<file path="config.mk">
export PLATFORM = sky130hd
export DESIGN_NAME = fifo_wr_arbiter_flat
export DESIGN_NICKNAME = d
export VERILOG_FILES = /design/src/rtl/fifo_wr_arbiter_if.sv /design/src/rtl/fifo_wr_arbiter.sv /design/src/flat_wrapper.sv
export SDC_FILE = /design/constraint.sdc
export NUM_CORES = 1
export LEC_CHECK = 0
export ABC_AREA = 1
export CORE_MARGIN = 2
export CORE_UTILIZATION = 40
export DETAILED_ROUTE_END_ITERATION = 16
export GPL_ROUTABILITY_DRIVEN = 0
export PLACE_DENSITY_LB_ADDON = 0.2
export SYNTH_ARGS = -nofsm -noshare
export SYNTH_HDL_FRONTEND = slang
export SYNTH_SLANG_ARGS = --single-unit
</file>
<file path="constraint.sdc">
create_clock -name clk -period 1.85 [get_ports clk]
set_clock_uncertainty 0.2 [all_clocks]
set_input_delay 0.2775 -clock clk [delete_from_list [all_inputs] [get_ports clk]]
set_output_delay 0.2775 -clock clk [all_outputs]
set_load 0.02 [all_outputs]
</file>
<file path="src/rtl/fifo_wr_arbiter_if.sv">
// fifo_wr_arbiter_if: groups the producer handshake and FIFO write side of
// the arbiter.
//   master : producers and FIFO, i.e. whatever sits around the arbiter
//   slave  : the arbiter itself
// Signals:
//   req_valid/req_data/req_ready : per-producer valid/ready handshake.
//     Producer i owns req_data[i*SIZE +: SIZE].
//   fifo_full   : FIFO almost-full, meaning at most one free entry remains.
//   fifo_w_en, fifo_w_data : registered FIFO write port.
//   grant_id, busy : current owner, and the flag that says a grant is active.
interface fifo_wr_arbiter_if #(
  parameter int NUM_REQ = 4,
  parameter int SIZE    = 4
);
  localparam int IW = $clog2(NUM_REQ);

  logic [NUM_REQ-1:0]      req_valid;
  logic [NUM_REQ*SIZE-1:0] req_data;
  logic [NUM_REQ-1:0]      req_ready;
  logic                    fifo_full;
  logic                    fifo_w_en;
  logic [SIZE-1:0]         fifo_w_data;
  logic [IW-1:0]           grant_id;
  logic                    busy;

  modport master (
    output req_valid, req_data, fifo_full,
    input  req_ready, fifo_w_en, fifo_w_data, grant_id, busy
  );

  modport slave (
    input  req_valid, req_data, fifo_full,
    output req_ready, fifo_w_en, fifo_w_data, grant_id, busy
  );
endinterface

</file>
<file path="src/rtl/fifo_wr_arbiter.sv">
// fifo_wr_arbiter: shares a single FIFO write port among NUM_REQ producers.
// Arbitration is round-robin, and each grant is limited to MAX_BURST beats.
// Ports:
//   clk, rst_n : clock, and an asynchronous active-low reset.
//   bus        : fifo_wr_arbiter_if.slave, which carries the producer
//                handshake, the FIFO write port and the owner/busy status.
// Optional feature: define FIFO_ARB_FIXED_PRIO_EN to replace round-robin
// with fixed priority, where the lowest index wins. With this macro,
// last_grant is not built.
// Write data leaves one cycle after the handshake. This is why fifo_full
// must be an almost-full flag: a beat that is already in flight must still
// fit in the FIFO.

// Per-producer ready. The path is combinational from fifo_full and from the
// grant state.
module fifo_wr_arbiter_lane #(
  parameter int IW = 2,
  parameter int ID = 0
) (
  input  logic          granted,
  input  logic [IW-1:0] owner,
  input  logic          fifo_full,
  output logic          ready
);
  assign ready = granted && (owner == IW'(ID)) && !fifo_full;
endmodule

module fifo_wr_arbiter #(
  parameter int NUM_REQ   = 4,
  parameter int SIZE      = 4,
  parameter int MAX_BURST = 4
) (
  input  logic              clk,
  input  logic              rst_n,
  fifo_wr_arbiter_if.slave  bus
);
  localparam int         IW   = $clog2(NUM_REQ);
  localparam logic [3:0] LAST = 4'(MAX_BURST - 1);

  typedef enum logic {IDLE, GRANT} state_t;

  state_t              state;
  logic [3:0]          beat_cnt;
  logic [IW-1:0]       win;
  logic                owner_vld;
  logic                xfer;
  logic [SIZE-1:0]     owner_data;
  logic [NUM_REQ-1:0]  ready;
`ifndef FIFO_ARB_FIXED_PRIO_EN
  logic [IW-1:0]       last_grant;
  int                  idx;
`endif

  assign owner_vld  = bus.req_valid[bus.grant_id];
  assign owner_data = bus.req_data[int'(bus.grant_id)*SIZE +: SIZE];
  assign xfer       = (state == GRANT) && owner_vld && !bus.fifo_full;
  assign bus.busy   = (state == GRANT);
  assign bus.req_ready = ready;

  for (genvar i = 0; i < NUM_REQ; i++) begin : g_lane
    fifo_wr_arbiter_lane #(.IW(IW), .ID(i)) u_lane (
      .granted  (state == GRANT),
      .owner    (bus.grant_id),
      .fifo_full(bus.fifo_full),
      .ready    (ready[i])
    );
  end

  // The winner search runs the loop downward, so the last hit is the
  // candidate nearest the start of the search order.
  always_comb begin
    win = '0;
`ifdef FIFO_ARB_FIXED_PRIO_EN
    for (int i = NUM_REQ - 1; i >= 0; i--)
      if (bus.req_valid[i]) win = IW'(i);
`else
    idx = 0;
    for (int k = NUM_REQ; k >= 1; k--) begin
      idx = int'(last_grant) + k;
      if (idx >= NUM_REQ) idx = idx - NUM_REQ;
      if (bus.req_valid[idx]) win = IW'(idx);
    end
`endif
  end

  always_ff @(posedge clk or negedge rst_n) begin
    if (!rst_n) begin
      state           <= IDLE;
      beat_cnt        <= '0;
      bus.grant_id    <= '0;
      bus.fifo_w_en   <= 1'b0;
      bus.fifo_w_data <= '0;
`ifndef FIFO_ARB_FIXED_PRIO_EN
      last_grant      <= IW'(NUM_REQ - 1);
`endif
    end else begin
      bus.fifo_w_en <= xfer;
      if (xfer) bus.fifo_w_data <= owner_data;
      case (state)
        IDLE: begin
          if (|bus.req_valid) begin
            state        <= GRANT;
            bus.grant_id <= win;
            beat_cnt     <= '0;
          end
        end
        GRANT: begin
          // While fifo_full is high, the state holds and the beat count
          // freezes. Dropping valid ends the grant, even while full.
          if (xfer) begin
            beat_cnt <= beat_cnt + 4'd1;
            if (beat_cnt == LAST) begin
              state <= IDLE;
`ifndef FIFO_ARB_FIXED_PRIO_EN
              last_grant <= bus.grant_id;
`endif
            end
          end else if (!owner_vld) begin
            state <= IDLE;
`ifndef FIFO_ARB_FIXED_PRIO_EN
            last_grant <= bus.grant_id;
`endif
          end
        end
      endcase
    end
  end
endmodule

</file>
<file path="src/flat_wrapper.sv">
// flat-port wrapper written by rule: the top's interface ports become plain ports
module fifo_wr_arbiter_flat 
#(
  parameter int NUM_REQ   = 4,
  parameter int SIZE      = 4,
  parameter int MAX_BURST = 4
)
  (clk, rst_n, bus_req_valid, bus_req_data, bus_fifo_full, bus_req_ready, bus_fifo_w_en, bus_fifo_w_data, bus_grant_id, bus_busy);
  fifo_wr_arbiter_if #(.NUM_REQ(NUM_REQ), .SIZE(SIZE)) bus_i ();
  input  logic clk;
  input  logic rst_n;
  input wire logic [$bits(bus_i.req_valid)-1:0] bus_req_valid;
  input wire logic [$bits(bus_i.req_data)-1:0] bus_req_data;
  input wire logic [$bits(bus_i.fifo_full)-1:0] bus_fifo_full;
  output wire logic [$bits(bus_i.req_ready)-1:0] bus_req_ready;
  output wire logic [$bits(bus_i.fifo_w_en)-1:0] bus_fifo_w_en;
  output wire logic [$bits(bus_i.fifo_w_data)-1:0] bus_fifo_w_data;
  output wire logic [$bits(bus_i.grant_id)-1:0] bus_grant_id;
  output wire logic [$bits(bus_i.busy)-1:0] bus_busy;
  assign bus_i.req_valid = bus_req_valid;
  assign bus_i.req_data = bus_req_data;
  assign bus_i.fifo_full = bus_fifo_full;
  assign bus_req_ready = bus_i.req_ready;
  assign bus_fifo_w_en = bus_i.fifo_w_en;
  assign bus_fifo_w_data = bus_i.fifo_w_data;
  assign bus_grant_id = bus_i.grant_id;
  assign bus_busy = bus_i.busy;
  fifo_wr_arbiter #(.NUM_REQ(NUM_REQ), .SIZE(SIZE), .MAX_BURST(MAX_BURST)) u_core (.clk(clk), .rst_n(rst_n), .bus(bus_i));
endmodule
</file>
==> run summary, run 1 <==
Prior to clock tree synthesis, the placed netlist has a worst setup slack of -0.539 ns. Compared with the post-synthesis result, the final layout area differs by 40.7%. The tools report the number of global-route vias before repair as 925.

Counting every sink on the clock net gives 14. For the first-pass GRT wire length, the log shows 3.76 mm. The initial utilization of the core area, before any placement, comes to 41.7%. The transition time of the tightest slew-check pin works out to 0.272 ns. The run gives 1 as the level count of the clock H-tree.

TritonCTS built the clock tree. The average via count per standard cell was 4.97. Counting cells, the worst reg-to-reg path comes to 11.

The Yosys step of the flow raised 0 warnings. The worst setup path is of the in -> out kind. The number of fillers in the final layout is 243. The length of the first detailed-routing pass in iterations is 4.

For the number of antenna violations at the first check in global routing, the log shows 0. The initialized floorplan defines 18 standard-cell rows. The worst flop-to-flop path endpoint is u_core.bus.grant_id[0]$_DFFE_PN0P_.

The routed design could run at a clock period as short as 1.75 ns. The wire-length estimate of the detail-placed layout is 2.07 mm. CTS placed an instance of sky130_fd_sc_hd__clkbuf_4 at the clock tree root.

The run gives 0 as the total DRC errors in the routed layout. Summing all non-filler instances in the final layout gives an area of 0.00143 mm^2. For the total congestion overflow, the log shows 0.

Clock tree synthesis inserted a total of 3 buffers. The number of primary I/O pins was 35. The floorplan die height was 54.4 um; the number of synthesized flops with an enable pin was 0. sky130_fd_sc_hd__nand2_1 is the most common cell in the netlist. The path class of the lowest-slack min-delay path is in -> async. The sequential-to-total area share from yosys stat was 34.8%; the maximum clock rate was 0.570 GHz. For this design the static power due to leakage is 0.752 nW. In this run the number of cells on the critical path is 5. The worst register-to-register path has a setup slack of 0.17 ns. For the worst setup path, the data required time is 1.37 ns. The tools report the count of pins over their slew limit as 0.

Power comes to 2.19 mW. Of the total synthesized cell area, the portion taken by full adders, half adders and majority gates is 1.23%. The fraction of final layout cells sized beyond drive strength 1 is 16.1%, and the overall die area is 0.00296 mm^2. Setup violations remaining at the end of the flow were counted as 0. The post-synthesis average cell area works out to 6.68 um^2. Synthesis handed over a netlist of 152 instances. Summing the areas of all xor and xnor instances in the mapped netlist gives 1.73% of the synthesized area. The critical path ends at bus_req_ready[3]. At the end of the flow, the number of nets in the layout was 217.

The number of buffers and inverters on the critical path is 3. For the worst slew slack as a fraction of its limit, the log shows 81.9%. Setup repair after global routing left no endpoint under its margin.

Total count of hold-check failures in the final report: 0. Clock-pin slew was measured on the worst setup and hold paths at 0.08 ns. The worst-path cell with the longest stage delay was sky130_fd_sc_hd__clkdlybuf4s50_1.

The number of port buffers is 34. The run gives 24 as the post-synthesis cell type count. The longest individual stage delay on the worst path is 0.45 ns.

The flow ran to the end, and the final reports show no timing, DRC or antenna violations. After synthesis, the largest family of logic cells by area is simple AND/OR/NAND/NOR gates. After layout, the worst path uses 94.8% of the clock period. Biggest area consumer among synthesized cells: sky130_fd_sc_hd__dfrtp_1. The proportion of synthesized flip-flops having asynchronous set or reset works out to 100%.

The final routed wire length divided by cell count was 11.7 um. For the DRC violation total after the first TritonRoute iteration, the log shows 27. Largest net degree at the start of global routing: 15. The fraction of the mapped netlist area in compound gates is 5.92%, and the wire length after detailed routing is 2.60 mm. Buffers inserted to repair hold after CTS numbered 0. The tools report the summed instance area of the synthesized netlist as 0.00101 mm^2.

By count the netlist is led by 65 x sky130_fd_sc_hd__nand2_1, 23 x sky130_fd_sc_hd__nand3_1, 12 x sky130_fd_sc_hd__dfrtp_1. In this run the power density over the cells is 1530 mW/mm^2. Multiplexer cells account for 0% of the synthesized area. The final worst setup slack was 0.0957 ns; the final antenna-violating net count was 0. For the clock latency of the later-clocked register in the worst-skew pair, the log shows 0.29 ns.

Across all hold checks on the routed design, the worst slack comes to 0.0894 ns. For the total cell area at the placement stage, the log shows 0.00140 mm^2. The die width is 54.4 um, and the aggregate global-route resource usage is 17.9%. In this run the critical register-to-register path is launched from u_core.last_grant[0]$_DFFE_PN1P_.

Of all nets on the critical path, the largest fanout is 4. The worst setup path is captured at an output port. The gate family responsible for the most delay along the worst path is buffers and inverters.

The repair_antennas step left the layout with diodes totalling 0. The number of maximum-capacitance constraint violations came out at 0. Of the total synthesized cell area, the portion taken by AND, OR, NAND and NOR gates is 44.4%.

STA classifies the critical path startpoint as a primary input. At the worst endpoint, the arrival time is 1.28 ns. The share of the synthesized area in the top cell type works out to 29.6%.

Traced cell by cell, the critical path runs through clkdlybuf4s50_1 -> nor2_4 -> inv_1 -> nor2_1 -> clkdlybuf4s15_2. The longest clock path from root to sink contains 2 buffers. For this run, the leading register cell type out of synthesis is sky130_fd_sc_hd__dfrtp_1. The tools report the first element of the critical path as bus_fifo_full. The flip-flop and latch count after synthesis is 14. The logs give 176 for the number of nets in the synthesized netlist and 0.00243 mm^2 for the placeable core area.

Sorting the synthesized cells by area gives the leading types as sky130_fd_sc_hd__dfrtp_1 30%, sky130_fd_sc_hd__nand2_1 24%, sky130_fd_sc_hd__nand3_1 11%, sky130_fd_sc_hd__dfstp_2 5.2%, sky130_fd_sc_hd__inv_1 4.1%. The worst voltage drop across the vdd grid is 0.976 mV. Summing over every cut layer, the via total after detailed routing is 1103.
==> sequential cells by signal (all words and copies together) (netlist names) <==
| signal | flops |
|---|---|
| u_core.bus.grant_id | 2 |
| u_core.bus.fifo_w_en | 1 |
| u_core.last_grant | 2 |
| u_core.bus.fifo_w_data | 4 |
| u_core.beat_cnt | 4 |
| u_core.bus.busy | 1 |
==> worst min-delay path by stage <==
stage / start / to / slack (ns) / cells past startpoint
3_5_place_dp: u_core.bus.fifo_w_data[0]$_DFFE_PN0P_ / u_core.bus.fifo_w_data[0]$_DFFE_PN0P_ / 0.27 / 2
6_report: rst_n / u_core.bus.fifo_w_data[2]$_DFFE_PN0P_ / 0.09 / 2
5_1_grt: rst_n / u_core.beat_cnt[1]$_DFFE_PN0P_ / 0.10 / 2
2_1_floorplan: rst_n / u_core.beat_cnt[0]$_DFFE_PN0P_ / -0.22 / 0
3_3_place_gp: u_core.bus.fifo_w_data[1]$_DFFE_PN0P_ / u_core.bus.fifo_w_data[1]$_DFFE_PN0P_ / 0.26 / 2
4_1_cts: rst_n / u_core.beat_cnt[0]$_DFFE_PN0P_ / 0.09 / 2
==> worst register-to-register path, stage by stage (launching register included) <==
cell                      delay, ns
sky130_fd_sc_hd__dfstp_2       0.63
sky130_fd_sc_hd__inv_2         0.09
sky130_fd_sc_hd__nand2_1       0.10
sky130_fd_sc_hd__nand3_1       0.10
sky130_fd_sc_hd__nand2_1       0.08
sky130_fd_sc_hd__inv_1         0.04
sky130_fd_sc_hd__nand2_1       0.06
sky130_fd_sc_hd__nand3_1       0.07
sky130_fd_sc_hd__nand2_1       0.06
sky130_fd_sc_hd__inv_1         0.04
sky130_fd_sc_hd__nand2_1       0.05
sky130_fd_sc_hd__nand2_1       0.04
==> cells by family (layout without fill, tap and decap cells) <==
kind of cell | count (synthesis) | after routing
adder cells (fa/ha/maj) | 1 | 1
AND/OR/NAND/NOR | 105 | 105
buffers and inverters | 22 | 62
AO/OA/AOI/OAI | 8 | 8
XOR/XNOR | 2 | 2
flip-flops | 14 | 14
==> timing repair <==
action,CTS,global route
gates cloned,0,0
resized for setup,20,3
pin swaps,0,1
endpoints found under the setup margin,6,5
buffers inserted,0,1
==> layout by cell type, fill, tap and decap left out, drive strengths merged <==
cell	count
o2111ai	1
nand2	70
o21ai	3
buf	12
dfstp	2
clkdlybuf4s50	27
a22oi	4
inv	14
nor3	2
dfrtp	12
nor2	9
dlygate4sd2	2
dlymetal6s2s	1
nand3	23
clkbuf	4
clkdlybuf4s15	1
xnor2	1
xor2	1
clkinv	1
ha	1
nand4	1
==> where the power goes <==
group          switching, mW  internal [mW]
combinational          0.832          0.585
sequential             0.136          0.452
clock                 0.0968         0.0840
==> stage by stage <==
stage               cells  TNS [ns]  utilization [%]
floorplan             152         0                -
CTS                   221         0             58.3
detailed placement    217     -1.94             57.4
global route          222         0             58.7
finish                222         0             58.7
global placement      217     -1.93             57.4
==> metal layers <==
metal | track usage, % | part of all wire [%] | routed length (um)
met5 | 0 | 0 | 0
met4 | 10.0 | 2.0 | 52
met3 | 2.73 | 6.4 | 167
met2 | 28.9 | 48 | 1260
met1 | 22.8 | 43 | 1120
==> final cells by class <==
type	instances	area, um^2	area share (%)
clock buffers	4	26.3	1.84
well taps	30	37.5	2.63
inverters	15	63.8	4.47
flip-flops and latches	14	353	24.7
repair buffers	43	394	27.6
multi-input cells	116	553	38.7
(Power assumes the default switching activity.)
==> run 2, diff against run 1 <==
--- a/config.mk
+++ b/config.mk
@@ -5,7 +5,7 @@
 export SDC_FILE = /design/constraint.sdc
 export NUM_CORES = 1
 export LEC_CHECK = 0
-export ABC_AREA = 1
+export CAP_MARGIN = 30
 export CORE_MARGIN = 2
 export CORE_UTILIZATION = 40
 export DETAILED_ROUTE_END_ITERATION = 16
==> run summary, run 2 <==
The flow ran to the end, and the final reports show no timing, DRC or antenna violations. Worst voltage drop across the vdd grid: 0.936 mV. The cell family contributing the most delay on the critical path is multiplexers. Pin placement for this block handled 35 I/O pins. The clock passes through at most 2 buffers. The overall die area was 0.00266 mm^2. The tools report the endpoint type of the worst setup path as a register. The run gives 7 as the DRC violation total after the first TritonRoute iteration. The number of different library cells used by synthesis comes to 33.

The largest net degree at the start of global routing came out at 15. The minimum setup slack after placement came out at -0.338 ns. First-pass GRT wire length: 3.27 mm. The worst-path cell with the longest stage delay is sky130_fd_sc_hd__mux4_2.

Of the synthesized area, sequential elements account for 38.9%. In the post-synthesis netlist, the biggest area contributors are sky130_fd_sc_hd__dfrtp_1 33%, sky130_fd_sc_hd__mux4_2 9.9%, sky130_fd_sc_hd__dfstp_2 5.8%, sky130_fd_sc_hd__mux2i_1 5.5%, sky130_fd_sc_hd__mux2_4 5.0%. The tools report the number of nets in the final layout as 150.

Summed over all instances, the cell type with the most area after synthesis is sky130_fd_sc_hd__dfrtp_1. After detailed routing, the average wire length per cell comes to 13.1 um. The clock network accounts for 11.3% of the total power. The logs give 14 for the clock sink total and 78.5% for the worst slew slack as a fraction of its limit. Of all nets on the critical path, the largest fanout is 5.

Clock-pin slew was measured on the worst setup and hold paths at 0.09 ns. The maximum clock rate was 0.563 GHz. Setup repair after global routing left no endpoint under its margin. Wire length after detailed routing: 2.00 mm. The global routing met3 resource utilization came out at 5.17%.

The portion of total power attributed to combinational logic is 59.7%. For the number of clock buffers inserted by TritonCTS, the log shows 3. In this design, the critical path's most frequently occurring cell is sky130_fd_sc_hd__buf_4. The summed instance area of the synthesized netlist was 907 um^2. The count of buffering cells on the critical path with inverters included was 2. The tools report the total count of hold-check failures in the final report as 0. The critical path is of the reg -> reg type.

After floorplanning, the core was divided into 17 placement rows. TritonCTS built the clock tree. The logs give 0 for the number of hold buffers added after CTS and 16.6% for the aggregate global-route resource usage. The most frequent cell after synthesis was sky130_fd_sc_hd__dfrtp_1. The total cell area at the placement stage came out at 0.00136 mm^2.

The logs give 1.59 mm for the detailed-placement wirelength estimate and 0.0752 ns for the final worst setup slack. The post-route cell area came out at 0.00140 mm^2. The die is 51.6 um wide.

The critical path data arrival time came out at 1.75 ns. Leaving out fill and tap cells, the most frequent cell in the layout is sky130_fd_sc_hd__clkdlybuf4s50_1. The clock reaches the later pin of the worst-skew pair after 0.29 ns. The share of the synthesized area in the top cell type is 33.1%, and the internal power is 1.26 mW. The fraction of the cycle the final worst path needs is 95.9%, and the proportion of synthesized flip-flops having asynchronous set or reset is 100%. Clock tree synthesis selected as its root buffer the cell sky130_fd_sc_hd__clkbuf_4.

The fraction of final layout cells sized beyond drive strength 1 works out to 36.0%. The min-delay analysis places its worst path in the category in -> async. The initial utilization of the core area, before any placement, comes to 41.8%. In the routed layout, each cell is associated on average with a via count of 4.97. Walking the worst path, the cells encountered are buf_4 -> buf_4 -> mux4_2 -> mux2_2. The number of nets in the synthesized netlist is 99.

In this run the remaining antenna-violating nets after routing total 0. The count of pins over their slew limit is 0, and the number of fillers in the final layout is 188. The repair_antennas step left the layout with diodes totalling 0. Each instance of the synthesized netlist takes up on average 12.1 um^2.

The total DRC errors in the routed layout was 0. The tools report the placeable core area as 0.00217 mm^2. The required time at the endpoint of the critical path is 1.83 ns.

The run gives 0 as the number of antenna violations at the first check in global routing. The nature of the critical path startpoint is a register. Net switching is 36.8% of the power.

For the number of global-route vias before repair, the log shows 724. The commonest cells after synthesis are 12 x sky130_fd_sc_hd__dfrtp_1, 9 x sky130_fd_sc_hd__nand2_1, 5 x sky130_fd_sc_hd__mux2i_1. Level count of the clock H-tree: 1. After global routing, the most crowded layer is met2. Flip-flop and latch count after synthesis: 14.

In this run the post-CTS setup repair buffer count came out at 0. The total congestion overflow is 0. The number of synthesized flops with an enable pin is 0, and the transition time of the tightest slew-check pin is 0.316 ns.

In this run the static leakage power is 0.628 nW. From synthesis to final layout, the design area changed by 53.8%. The power spent charging and discharging nets is 0.734 mW.

Of the total power, registers draw 29.0%. The number of maximum-capacitance constraint violations was 0; the met1 demand-to-capacity share in global routing was 21.9%. Buffers placed on the I/O ports in this run total 34. Synthesis handed over a netlist of 75 instances. The first TritonRoute pass finished after 4 iterations.

Setup violations remaining at the end of the flow were counted as 0. Global routing met2 resource utilization: 26.7%. Dividing total power by cell area gives a power density of 1430 mW/mm^2.

In the layout the commonest cells are 26 x sky130_fd_sc_hd__clkdlybuf4s50_1, 19 x sky130_fd_sc_hd__buf_4, 11 x sky130_fd_sc_hd__dfrtp_1, 9 x sky130_fd_sc_hd__nand2_1. The worst path in the final design needs a cycle of 1.77 ns, including I/O delays and setup. The routed layout has 760 vias. Measured along the y axis, the die boundary spans 51.6 um. The largest registers in the layout are u_core.beat_cnt: 4 flops, u_core.bus.fifo_w_data: 4 flops.

The leading register cell type out of synthesis was sky130_fd_sc_hd__dfrtp_1. The Yosys step of the flow raised 0 warnings. Longest individual stage delay on the worst path: 0.49 ns.
## run 2: path summary, 6_finish.rpt
path                                                     from                               endpoint  slack, ns  depth (start not counted)
max                        u_core.bus.grant_id[0]$_DFFE_PN0P_  u_core.bus.fifo_w_data[2]$_DFFE_PN0P_       0.08                          4
min                                                     rst_n     u_core.bus.grant_id[0]$_DFFE_PN0P_       0.09                          2
max reg2reg                u_core.bus.grant_id[0]$_DFFE_PN0P_  u_core.bus.fifo_w_data[2]$_DFFE_PN0P_       0.08                          4
min reg2reg                    u_core.beat_cnt[3]$_DFFE_PN0P_         u_core.beat_cnt[3]$_DFFE_PN0P_       0.29                          1
max in group asynchronous                               rst_n       u_core.last_grant[1]$_DFFE_PN1P_       1.13                          2
min in group clk               u_core.beat_cnt[3]$_DFFE_PN0P_         u_core.beat_cnt[3]$_DFFE_PN0P_       0.29                          1
## run 2: metrics by stage
step	total power, mW	TNS [ns]	std cells	hold slack [ns]	util [%]
floorplan	1.30	0	75	-0.218	-
global placement	1.79	-2.16	149	0.267	62.9
detailed placement	1.81	-2.33	149	0.275	62.9
CTS	2.02	-0.00661	153	0.0904	64.5
global route	2.13	0	153	0.106	64.3
finish	1.99	0	153	0.0892	64.3
## run 2: cell families (layout without fill, tap and decap cells)
group	count (synthesis)	after routing	share of synthesized area, %
multiplexers	16	16	25.4
adder cells (fa/ha/maj)	1	1	1.38
flip-flops	14	14	38.9
AND/OR/NAND/NOR	23	23	13.7
AO/OA/AOI/OAI	13	13	13.9
buffers and inverters	8	58	6.76
## run 2: power groups by stage
stage / Clock, mW / Combinational, mW / Sequential [mW]
floorplan: 0 / 0.637 / 0.665
global placement: 0 / 1.22 / 0.576
detailed placement: 0 / 1.23 / 0.581
CTS: 0.235 / 1.20 / 0.578
global route: 0.243 / 1.29 / 0.601
finish: 0.224 / 1.19 / 0.578
## run 2: repair_timing
| item | in CTS | in global routing |
|---|---|---|
| gates resized for setup | 14 | 8 |
| pin swaps | 0 | 1 |
| setup endpoints to repair | 9 | 5 |
| cloned | 0 | 0 |
## run 2: cell type report
cell class	instances	area, um^2	area share [%]
Clock buffer	4	36.3	2.60
Multi-Input combinational cell	53	499	35.8
Sequential cell	14	354	25.4
Inverter	2	7.51	0.538
Timing Repair Buffer	52	463	33.2
Tap cell	28	35.0	2.51
## run 2: layer usage
layer	vias up	routed length (um)
met5	-	0
met4	0	9
met3	2	81
met2	15	1010
met1	368	905
li1	375	-
==> RTL change, RTL diff (flow settings as in run 2) <==
One comparison of `beat_cnt` changes from == to >=.
--- a/src/rtl/fifo_wr_arbiter.sv
+++ b/src/rtl/fifo_wr_arbiter.sv
@@ -111,3 +111,3 @@
             beat_cnt <= beat_cnt + 4'd1;
-            if (beat_cnt == LAST) begin
+            if (beat_cnt >= LAST) begin
               state <= IDLE;
Function: same outputs for any inputs over 10 cycles, from zero or initial values and one cycle with rst_n low; that may be too few to reach the edited logic, so the function may still have changed.
==> RTL change against run 2 <==
  * The run now ends with setup timing left
  * Synthesized area decreased by 1.4%
  * Routed wire length up 14%
  * Sequential cell count did not move
  * Critical endpoint is now u_core.bus.fifo_w_data[3]
  * Non-clock buffer count is the same
  * Power up 4.5%
  * Worst setup slack got worse by 0.10 ns
  * Final area up 5.8%
  * Critical path type unchanged
  * Highest routed layer unchanged
  * Synthesized cell count increased by 9.3%
  * Combinational power increased by 8%
==> RTL change: results (changes against run 2) <==
| Metric | Value |
|---|---|
| Run status | `finished, violations left (was finished, final reports clean)` |
| Violated checks | `setup timing` |
| Largest registers ranked by flip-flop count | `u_core.beat_cnt (4), u_core.bus.fifo_w_data (4) (unchanged)` |
| Number of setup buffers added after CTS | `1 (was 0)` |
| Total of cells resized after clock tree synthesis | `26 (was 14)` |
| Number of fill cells in the layout | `171 (was 188)` |
| Instance area at placement | `1370 sq um (was 1360 sq um)` |
| Netlist cell types | `29 (was 33)` |
| Overall fraction of global-route tracks in use | `19.4% (was 16.6%)` |
| Routed metal-1 wire length | `1010 um (was 905 um)` |
| Ys Warns | `0 (unchanged)` |
| Total number of vias | `782 (was 760)` |
| Total length of routed met3 wires | `169 um (was 81 um)` |
| Cell type group with the largest total delay on the critical path | `simple AND/OR/NAND/NOR gates (was multiplexers)` |
| Post-layout worst setup margin | `-0.0270 ns (was 0.0752 ns)` |
| VDD IR-drop max | `0.806 mV (was 0.936 mV)` |
| Share of the yosys chip area belonging to registers | `39.4% (was 38.9%)` |
| Static Leakage | `0.672 nW (was 0.628 nW)` |
| Routed wire length | `2290 um (was 2000 um)` |
| Global-route met1 utilization | `24.3% (was 21.9%)` |
| HPWL after detailed placement | `1680 um (was 1590 um)` |
| Synthesized-area fraction occupied by ao, oa, aoi and oai cells | `14.3% (was 13.9%)` |
| Vias/cell | `4.89 (was 4.97)` |
| Cell Count Post-Placement | `154 (was 149)` |
| Met2 track demand over resource in global routing | `31.2% (was 26.7%)` |
| Gate Count Post-Synth | `82 (was 75)` |
| Portion of netlist area occupied by mux cells | `24.3% (was 25.4%)` |
| Wire length of the first global-routing pass | `3660 um (was 3270 um)` |
| Iteration-0 DRC count of the detailed router | `8 (was 7)` |
| First-pass DRT Iterations | `3 (was 4)` |
| Max stage delay on crit path | `0.42 ns (was 0.49 ns)` |
| Most frequent cells after synthesis | `sky130_fd_sc_hd__dfrtp_1, sky130_fd_sc_hd__nand2_1, sky130_fd_sc_hd__mux2_2, sky130_fd_sc_hd__mux2i_1, sky130_fd_sc_hd__o21ai_0 (was sky130_fd_sc_hd__dfrtp_1, sky130_fd_sc_hd__nand2_1, sky130_fd_sc_hd__mux2i_1, sky130_fd_sc_hd__buf_4, sky130_fd_sc_hd__mux4_2)` |
| Cell at the slowest stage of the critical path | `sky130_fd_sc_hd__or3b_4 (was sky130_fd_sc_hd__mux4_2)` |
| Count of final setup violators | `4 (was 0)` |
| Main area contributors after synthesis | `sky130_fd_sc_hd__dfrtp_1, sky130_fd_sc_hd__mux4_2, sky130_fd_sc_hd__mux2_2 (was sky130_fd_sc_hd__dfrtp_1, sky130_fd_sc_hd__mux4_2, sky130_fd_sc_hd__dfstp_2)` |
| Max transition margin | `73.9% (was 78.5%)` |
| Final layout net count | `157 (was 150)` |
| Detailed-routed wire length on met2 | `1090 um (was 1010 um)` |
| Net Count, Synth | `106 (was 99)` |
| Adder-cell area share of the yosys netlist | `1.40% (was 1.38%)` |
## RTL change: stage by stage
stage	TNS, ns	setup slack, ns	total power, mW
global placement	-3.62	-0.422	1.72
finish	-0.0862	-0.0270	2.08
floorplan	0	0.0160	1.26
CTS	-0.0965	-0.0667	2.07
detailed placement	-4.38	-0.462	1.76
global route	-0.482	-0.0743	2.22
## RTL change: cells by family (layout without fill, tap and decap cells)
logic type / Yosys count / after routing
AND/OR/NAND/NOR: 26 / 26
flip-flops: 14 / 14
multiplexers: 16 / 16
AO/OA/AOI/OAI: 16 / 16
adder cells (fa/ha/maj): 1 / 1
buffers and inverters: 9 / 59
## RTL change: report_power, final
part	switching (mW)	internal [mW]	total [mW]
Sequential	0.128	0.456	0.584
Clock	0.105	0.120	0.224
Combinational	0.550	0.725	1.28
Total	0.783	1.30	2.08
## RTL change: final cells by class
cell class	instances	share of cell area, %
clock buffer	4	2.46
tap	28	2.37
inverter	3	0.763
multi-input combinational	59	36.7
sequential	14	24.1
timing repair buffer	52	33.6
